==> config.mk <==
export PLATFORM = sky130hd
export DESIGN_NAME = spi_txn_scheduler
export DESIGN_NICKNAME = d
export VERILOG_FILES = /design/src/rtl/spi_ctrl_pkg.sv /design/src/rtl/spi_bit_engine.sv /design/src/rtl/spi_txn_scheduler.sv
export SDC_FILE = /design/constraint.sdc
export NUM_CORES = 1
export LEC_CHECK = 0
export ABC_AREA = 1
export BUFFER_PORTS_ARGS = -buffer_cell sky130_fd_sc_hd__buf_2
export CORE_MARGIN = 10
export CORE_UTILIZATION = 53
export CTS_BUF_LIST = sky130_fd_sc_hd__clkbuf_8
export DETAILED_ROUTE_END_ITERATION = 8
export PLACE_DENSITY = 0.8
export SLEW_MARGIN = 0
export SYNTH_ARGS = -nofsm -noshare
export SYNTH_HDL_FRONTEND = slang
export SYNTH_SLANG_ARGS = --single-unit
export TNS_END_PERCENT = 50
==> constraint.sdc <==
create_clock -name m_clk -period 1.8 [get_ports m_clk]
set_clock_uncertainty 0.05 [all_clocks]
set_input_delay 0.18 -clock m_clk [delete_from_list [all_inputs] [get_ports m_clk]]
set_output_delay 0.18 -clock m_clk [all_outputs]
set_load 0.02 [all_outputs]
==> src/rtl/spi_ctrl_pkg.sv <==
// Shared types and constants for the round-robin SPI transaction scheduler.
package spi_ctrl_pkg;

  localparam int unsigned CMD_W     = 8;
  localparam int unsigned LEN_W     = 4;
  localparam int unsigned MAX_LEN   = 15;
  localparam int unsigned BUF_W     = 120;
  localparam int unsigned BIT_CNT_W = 7;

  // SPI mode 0: clock idles low, chip select idles high
  localparam logic SCLK_IDLE = 1'b0;
  localparam logic CS_N_IDLE = 1'b1;
  localparam logic MOSI_IDLE = 1'b0;

  typedef enum logic [2:0] {
    ST_IDLE  = 3'd0,
    ST_SETUP = 3'd1,
    ST_CMD   = 3'd2,
    ST_DATA  = 3'd3,
    ST_HOLD  = 3'd4,
    ST_GAP   = 3'd5
  } state_e;

  typedef struct packed {
    logic [CMD_W-1:0] cmd;
    logic [LEN_W-1:0] len;
  } txn_t;

endpackage

==> src/rtl/spi_bit_engine.sv <==
// SCLK divider, edge strobes, MOSI command shifter and MISO shift-in buffer.
module spi_bit_engine
  import spi_ctrl_pkg::*;
#(
  parameter int unsigned CLK_DIV = 10
) (
  input  logic             m_clk,
  input  logic             n_reset,
  input  logic             en_i,
  input  logic             run_i,
  input  logic             load_i,
  input  logic             capture_i,
  input  logic [CMD_W-1:0] cmd_i,
  input  logic             miso_i,
  output logic             half_end_c_o,
  output logic             fall_c_o,
  output logic             sclk_o,
  output logic             mosi_o,
  output logic [BUF_W-1:0] rd_data_o
);

  localparam int unsigned DIV_W = (CLK_DIV > 1) ? $clog2(CLK_DIV) : 1;

  logic [DIV_W-1:0] div_q, div_d;
  logic             sclk_q, sclk_d;
  logic [CMD_W-1:0] sh_q, sh_d;
  logic [BUF_W-1:0] rd_q, rd_d;
  logic             half_end_c, rise_c, fall_c;

  // The SCLK level itself tells which half-period is ending
  always_comb begin
    half_end_c = en_i && (div_q == DIV_W'(CLK_DIV - 1));
    rise_c     = run_i && half_end_c && !sclk_q;
    fall_c     = run_i && half_end_c && sclk_q;
  end

  always_comb begin
    div_d  = div_q;
    sclk_d = sclk_q;
    sh_d   = sh_q;
    rd_d   = rd_q;
    if (!en_i || half_end_c) begin
      div_d = '0;
    end else begin
      div_d = div_q + DIV_W'(1);
    end
    if (rise_c) begin
      sclk_d = 1'b1;
      if (capture_i) begin
        rd_d = {rd_q[BUF_W-2:0], miso_i};
      end
    end
    if (fall_c) begin
      sclk_d = 1'b0;
      sh_d   = {sh_q[CMD_W-2:0], MOSI_IDLE};
    end
    if (load_i) begin
      div_d  = '0;
      sclk_d = SCLK_IDLE;
      sh_d   = cmd_i;
      rd_d   = '0;
    end
  end

  always_ff @(posedge m_clk) begin
    if (!n_reset) begin
      div_q  <= '0;
      sclk_q <= SCLK_IDLE;
      sh_q   <= '0;
      rd_q   <= '0;
    end else begin
      div_q  <= div_d;
      sclk_q <= sclk_d;
      sh_q   <= sh_d;
      rd_q   <= rd_d;
    end
  end

  assign half_end_c_o = half_end_c;
  assign fall_c_o     = fall_c;
  assign sclk_o       = sclk_q;
  assign mosi_o       = sh_q[CMD_W-1];
  assign rd_data_o    = rd_q;

endmodule

==> src/rtl/spi_txn_scheduler.sv <==
// Round-robin owner of one SPI master link: arbitration, transaction FSM and grant/done.
module spi_txn_scheduler
  import spi_ctrl_pkg::*;
#(
  parameter int unsigned N_REQ   = 2,
  parameter int unsigned CLK_DIV = 10
) (
  input  logic                   m_clk,
  input  logic                   n_reset,
  input  logic [N_REQ-1:0]       req,
  input  logic [CMD_W*N_REQ-1:0] req_cmd,
  input  logic [LEN_W*N_REQ-1:0] req_len,
  output logic [N_REQ-1:0]       grant,
  output logic [N_REQ-1:0]       done,
  output logic [BUF_W-1:0]       rd_data,
  output logic                   busy,
  output logic                   spi_sclk_out,
  output logic                   spi_cs_n_out,
  output logic                   spi_mosi_out,
  input  logic                   spi_miso_in
);

  localparam int unsigned PTR_W = (N_REQ > 1) ? $clog2(N_REQ) : 1;

  state_e               state_q, state_d;
  logic [PTR_W-1:0]     ptr_q, ptr_d, win_c;
  logic                 any_c;
  txn_t                 txn_c;
  logic [N_REQ-1:0]     grant_q, grant_d, done_q, done_d;
  logic                 busy_q, busy_d, cs_n_q, cs_n_d;
  logic [LEN_W-1:0]     len_q, len_d;
  logic [BIT_CNT_W-1:0] bit_cnt_q, bit_cnt_d, last_bit_c;
  logic                 load_c, half_end_c, fall_c;

  // First set request strictly after the last owner, wrapping around
  always_comb begin
    any_c = 1'b0;
    win_c = '0;
    txn_c = '0;
    for (int unsigned k = 1; k <= N_REQ; k++) begin
      for (int unsigned i = 0; i < N_REQ; i++) begin
        if (!any_c && req[i] && (((32'(ptr_q) + k) % N_REQ) == i)) begin
          any_c = 1'b1;
          win_c = PTR_W'(i);
        end
      end
    end
    for (int unsigned i = 0; i < N_REQ; i++) begin
      if (win_c == PTR_W'(i)) begin
        txn_c.cmd = req_cmd[CMD_W*i +: CMD_W];
        txn_c.len = req_len[LEN_W*i +: LEN_W];
      end
    end
  end

  // Index of the final falling edge: 8 command bits plus 8*len data bits
  assign last_bit_c = {len_q, 3'b111};

  always_comb begin
    state_d   = state_q;
    ptr_d     = ptr_q;
    grant_d   = grant_q;
    done_d    = '0;
    busy_d    = busy_q;
    cs_n_d    = cs_n_q;
    len_d     = len_q;
    bit_cnt_d = bit_cnt_q;
    load_c    = 1'b0;
    case (state_q)
      ST_IDLE: begin
        if (any_c) begin
          state_d   = ST_SETUP;
          ptr_d     = win_c;
          grant_d   = N_REQ'(1) << win_c;
          busy_d    = 1'b1;
          cs_n_d    = 1'b0;
          len_d     = txn_c.len;
          bit_cnt_d = '0;
          load_c    = 1'b1;
        end
      end
      ST_SETUP: begin
        if (half_end_c) state_d = ST_CMD;
      end
      ST_CMD: begin
        if (fall_c) begin
          bit_cnt_d = bit_cnt_q + BIT_CNT_W'(1);
          if (bit_cnt_q == BIT_CNT_W'(CMD_W - 1)) begin
            state_d = (len_q == '0) ? ST_HOLD : ST_DATA;
          end
        end
      end
      ST_DATA: begin
        if (fall_c) begin
          bit_cnt_d = bit_cnt_q + BIT_CNT_W'(1);
          if (bit_cnt_q == last_bit_c) state_d = ST_HOLD;
        end
      end
      ST_HOLD: begin
        if (half_end_c) begin
          state_d = ST_GAP;
          cs_n_d  = CS_N_IDLE;
          done_d  = grant_q;
          grant_d = '0;
          busy_d  = 1'b0;
        end
      end
      ST_GAP: begin
        if (half_end_c) state_d = ST_IDLE;
      end
      default: state_d = ST_IDLE;
    endcase
  end

  // Reset also aborts any transaction in flight without a done pulse
  always_ff @(posedge m_clk) begin
    if (!n_reset) begin
      state_q   <= ST_IDLE;
      ptr_q     <= PTR_W'(N_REQ - 1);
      grant_q   <= '0;
      done_q    <= '0;
      busy_q    <= 1'b0;
      cs_n_q    <= CS_N_IDLE;
      len_q     <= '0;
      bit_cnt_q <= '0;
    end else begin
      state_q   <= state_d;
      ptr_q     <= ptr_d;
      grant_q   <= grant_d;
      done_q    <= done_d;
      busy_q    <= busy_d;
      cs_n_q    <= cs_n_d;
      len_q     <= len_d;
      bit_cnt_q <= bit_cnt_d;
    end
  end

  spi_bit_engine #(
    .CLK_DIV (CLK_DIV)
  ) u_bit_engine (
    .m_clk        (m_clk),
    .n_reset      (n_reset),
    .en_i         (state_q != ST_IDLE),
    .run_i        ((state_q == ST_CMD) || (state_q == ST_DATA)),
    .load_i       (load_c),
    .capture_i    (state_q == ST_DATA),
    .cmd_i        (txn_c.cmd),
    .miso_i       (spi_miso_in),
    .half_end_c_o (half_end_c),
    .fall_c_o     (fall_c),
    .sclk_o       (spi_sclk_out),
    .mosi_o       (spi_mosi_out),
    .rd_data_o    (rd_data)
  );

  assign grant        = grant_q;
  assign done         = done_q;
  assign busy         = busy_q;
  assign spi_cs_n_out = cs_n_q;

endmodule

# Yosys cells after proc, flatten, opt, wreduce, memory -nomap -nowiden
# Cells that the tools add are included.
[classes]
n_shift = 1
bitwise_logic = 1
n_eq_ne = 17
mux = 34
addsub = 4
n_reduce_logical = 36
[op_table]
columns = ["op", "count"]
rows = [
  ["zero test 32 bit", 2],
  ["two-way mux 3 bit", 9],
  ["case mux 3 bit (6 select lines)", 1],
  ["two-way mux 8 bit", 2],
  ["two-way mux 7 bit", 2],
  ["case mux 7 bit (2 select lines)", 1],
  ["two-way mux 1 bit", 13],
  ["two-way mux 12 bit", 1],
  ["logical AND 1 bit", 11],
  ["inequality test 2 bit (second input constant)", 5],
  ["AND reduction 3 bit", 3],
  ["inequality test 2 x 1 -> 1 bit (second input constant)", 4],
  ["AND reduction 8 bit", 1],
  ["adder 7 x 1 -> 7 bit (second input constant)", 1],
  ["== test 7 x 3 -> 1 bit (second input constant)", 1],
  ["== test 7 bit", 1],
  ["== test 3 x 2 -> 1 bit (second input constant)", 2],
  ["== test 3 bit (second input constant)", 2],
  ["nonzero test 2 bit", 3],
  ["OR reduction 3 bit", 2],
  ["zero test 1 bit", 5],
  ["adder 4 x 1 -> 4 bit (second input constant)", 1],
  ["== test 4 bit (second input constant)", 1],
  ["zero test 4 bit", 1],
  ["12 further kinds", 18],
]
[totals]
ff_bits = 154
in_bits = 29
output_inout_bits = 128
elab_cells = 105

# Logic depth before layout (Yosys ltp)
[depth]
word_depth = 19
ltp_mapped = 11

# Hierarchy
# Synthesis repeated with hierarchy kept, for this count alone.
[unflattened]
hier_cells = 825
area_unflattened_um2 = 6465.0
[modules_own_cells]
columns = ["module", "cells_per_inst", "area_per_inst_um2", "seq_area_each_um2", "n_inst"]
rows = [
  ["spi_bit_engine", 623, 5198.7, 2662.6, 1],
  ["spi_txn_scheduler", 202, 1266.2, 420.4, 1],
]

# Worst setup path before layout
# Ideal clock, no wire load.
[synth_timing]
path_type = "register to register"
start = "reg u_bit_engine.div_q[0]"
end = "reg u_bit_engine.rd_q[44] (netlist: u_bit_engine.rd_data_o[44])"
setup_slack_ns = 0.326
n_path_buf = 2
setup_time_ns = 0.070
path_stages_with_launch = 8
arrival_ns = 1.354
path_cell_list = "dfxtp_1 -> ha_1 -> nand3_2 -> nor2_2 -> buf_2 -> buf_2 -> nand3_1 -> a21oi_1"
[synth_via]
elab_chain_len = 5
[synth_rtl]
columns = ["element", "line_no", "text"]
rows = [
  ["from (decl)", "spi_bit_engine.sv:24", "logic [DIV_W-1:0] div_q, div_d;"],
  ["from (signal assigned)", "spi_bit_engine.sv:72", "div_q <= div_d;"],
  ["== test 4 bit", "spi_bit_engine.sv:32", "half_end_c = en_i && (div_q == DIV_W'(CLK_DIV - 1));"],
  ["logical AND 1 bit", "spi_bit_engine.sv:32", ""],
  ["logical AND 1 bit (2 in a row)", "spi_bit_engine.sv:33", "rise_c = run_i && half_end_c && !sclk_q;"],
  ["AND reduction 2 bit (no line)", "-", ""],
  ["to (signal assigned)", "spi_bit_engine.sv:75", "rd_q <= rd_d;"],
  ["to (decl)", "spi_bit_engine.sv:27", "logic [BUF_W-1:0] rd_q, rd_d;"],
]
# Every way passes these cells.
# A chain may end at the register's enable or synchronous reset.

# Worst setup path after layout
[layout_timing]
start = "reg u_bit_engine.div_q[0]"
end = "reg u_bit_engine.rd_q[77] (netlist: u_bit_engine.rd_data_o[77])"
# The elaborated chain is that of the path after synthesis.

==> flow_metrics.tcl <==
set metrics [dict create \
    grt_pass1_wl_mm 25.4 \
    rsz0062_at_grt "no" \
    yosysWarnings 0 \
    antenna_found_initial 0 \
    die_y_um 128 \
    rr_worst_depth 7 \
    hold_path.class "in -> reg" \
    place_congestion 0.880 \
    ctsHtreeMaxLevel 4 \
    crit_type "reg -> reg" \
    postLayoutCoreUtil_pct 66.8 \
    clock_sinks 154 \
    die_area_mm2 0.0163 \
    cts-root-buf "clkbuf_8" \
    syn_inst 787 \
    clk_pin_slew_ps 80 \
    status "completed" \
    worst_hold_path.num_cells 3 \
    ys_types 36 \
    fmaxAchievable_ghz 0.595 \
    grtUsageTotal_pct 18.4 \
    cts_buffers 17 \
    drive_gt1_share_pct 23.6 \
    drt-total-wl_mm 15.9 \
    route.detailed.drc 0 \
    fin_crit_sh_pct 93.4 \
    io_pins 157 \
    routed_via_density 5.31 \
    critPathRequiredTime_ps 2080 \
    hold_viol 0 \
    cts_tree "built" \
    fillerInstances 971 \
    n_antenna_cell 0 \
    fin_setup_tns_ps 0 \
    start_kind "flop" \
    r2r-start "u_bit_engine.div_q[0]" \
    via_count 5821 \
    place_ws_ps 129 \
    area_growth_pct 23.6 \
    leakagePower_nw 3.11 \
    cts_setup_buffers 0 \
    hpwlAfterDp_mm 10.2 \
    drt_iter0_drc 555 \
    io_buffers 156 \
    max_slew.worst_pin.slew_ps 354 \
    die-width_um 128 \
    syn_area_per_cell_um2 7.81 \
    wl_per_cell_um 14.5 \
    first_global_vias 5241 \
    ys_ff_latch 154 \
    crit_fanout 52 \
    power_density_mw_per_mm2 1060 \
    setup_viol 0 \
    synth_seq_area_share_pct 50.1 \
    whs_ps 56.0 \
    clock_latency_ps 460 \
    setup_ws_ps 118 \
    slew_violations 0 \
    initial_core_util_pct 54.1 \
    drt_first_pass_iters 5 \
    maxCapViolations 0 \
    clockBufferDepth 2 \
    fp.coreArea_mm2 0.0114 \
    period_needed_ps 1680 \
    postRouteAntennaNets 0 \
    grt_start_max_net_pins 69 \
    startpoint "u_bit_engine.div_q[0]" \
    rows 39 \
    vdd_drop_max_mv 1.04 \
    setup.worst_path.end_class "flop" \
    worstPathArrival_ps 1960 \
    fin_nets 972 \
    synth_nets 819 \
    slew_headroom_pct 76.3 \
    gr-total-overflow 0 \
    synth_area_mm2 0.00615 \
    min-delay-start "n_reset" \
]
-- Yosys cell counts (all sizes together) --
| library cell | number | area [µm²] |
|---|---|---|
| xnor2 | 2 | 17.5 |
| clkinv | 1 | 3.75 |
| inv | 31 | 116 |
| xor2 | 1 | 8.76 |
| and3 | 3 | 18.8 |
| nand2 | 190 | 746 |
| a21oi | 131 | 667 |
| a211oi | 1 | 12.5 |
| buf | 49 | 292 |
| nand4 | 1 | 6.26 |
| ha | 3 | 37.5 |
| o21a | 1 | 7.51 |
| nor3b | 3 | 22.5 |
| or2 | 3 | 18.8 |
| a31oi | 7 | 43.8 |
| o21bai | 5 | 37.5 |
| nor2 | 34 | 161 |
| o211ai | 1 | 7.51 |
| nand3 | 140 | 711 |
| dfxtp | 154 | 3080 |
| o21ai | 17 | 85.1 |
| clkbuf | 9 | 45.0 |
-- metrics by stage --
stage | instances | instance area [µm²] | total power [mW]
after floorplan | 787 | 6150 | 5.23
after global placement | 1042 | 6990 | 5.62
after CTS | 1096 | 7580 | 8.06
after global routing | 1096 | 7600 | 8.46
after detailed placement | 1042 | 6990 | 5.63
final | 1096 | 7600 | 8.04
-- cells by family after synthesis --
family	after synthesis	share of synthesized area, %
and+or+nand+nor	374	27.4
AOI/OAI and AO/OA	163	14.0
DFF	154	50.1
buffers and inverters	90	7.43
xor gates and xnor gates	3	0.427
adders and majority gates	3	0.611
-- layer usage --
layer  track usage [%]  wire [µm]  vias to the layer above
met5                 0          0                        -
met3              7.94       1230                       18
met2              28.7       7530                      169
li1                  -          -                     2933
met1              22.8       6970                     2701
met4              5.10        193                        0
-- final timing paths --
| kind | to | slack, ps |
|---|---|---|
| min reg2reg | busy | 420 |
| min | u_bit_engine.sh_q[1] | 60 |
| max reg2reg | u_bit_engine.rd_data_o[77] | 120 |
| max | u_bit_engine.rd_data_o[77] | 120 |
-- where the power goes --
part | switching (mW) | internal [mW] | total [mW]
sequential | 0.142 | 3.60 | 3.74
combinational | 1.26 | 0.648 | 1.91
clock | 1.31 | 1.09 | 2.39
-- state kept, by name, indices dropped and copies added, names as in the netlist --
signal	cells
spi_cs_n_out	1
u_bit_engine.sh_q	8
bit_cnt_q	7
len_q	4
u_bit_engine.div_q	4
grant	2
busy	1
u_bit_engine.rd_data_o	120
ptr_q	1
done	2
state_q	3
u_bit_engine.sclk_o	1
-- layout by cell type, fill, tap and decap left out, types with 2 or more instances in the layout --
cell	instances
or2_0	2
and3_1	3
nand2_4	4
o21ai_0	10
nor2_2	2
xnor2_1	2
buf_12	8
inv_2	7
inv_1	25
buf_2	156
nor3b_1	3
dfxtp_1	154
nand2_2	2
clkbuf_8	17
clkinvlp_4	7
inv_6	2
buf_4	6
a31oi_1	7
nand3_1	138
nor2_1	28
clkinv_4	2
o21ai_1	7
o21bai_1	5
nor2_4	3
dlygate4sd3_1	22
ha_1	3
a21oi_1	130
nand2_1	183
-- cell type report --
type / count / area, µm² / area share, %
timing repair buffer: 192 / 1210 / 15.9
tap: 143 / 179 / 2.35
multi-input combinational: 543 / 2650 / 34.8
clock inverter: 15 / 130 / 1.71
inverter: 32 / 123 / 1.61
clock buffer: 17 / 234 / 3.08
sequential: 154 / 3080 / 40.6
-- critical path, stage by stage, from the launching register on --
cell and delay [ps]:
dfxtp_1 390, ha_1 210, nand3_4 130, nor2_4 210, nand2_4 160, buf_12 210, nand2_1 90, a21oi_1 60
-- repair_timing --
item	in CTS	in global routing
setup endpoints to repair	0	10
hold buffers	22	0
hold endpoints to repair	13	0
resized for setup	0	3
Note: power is estimated with default switching activity, not from simulation.
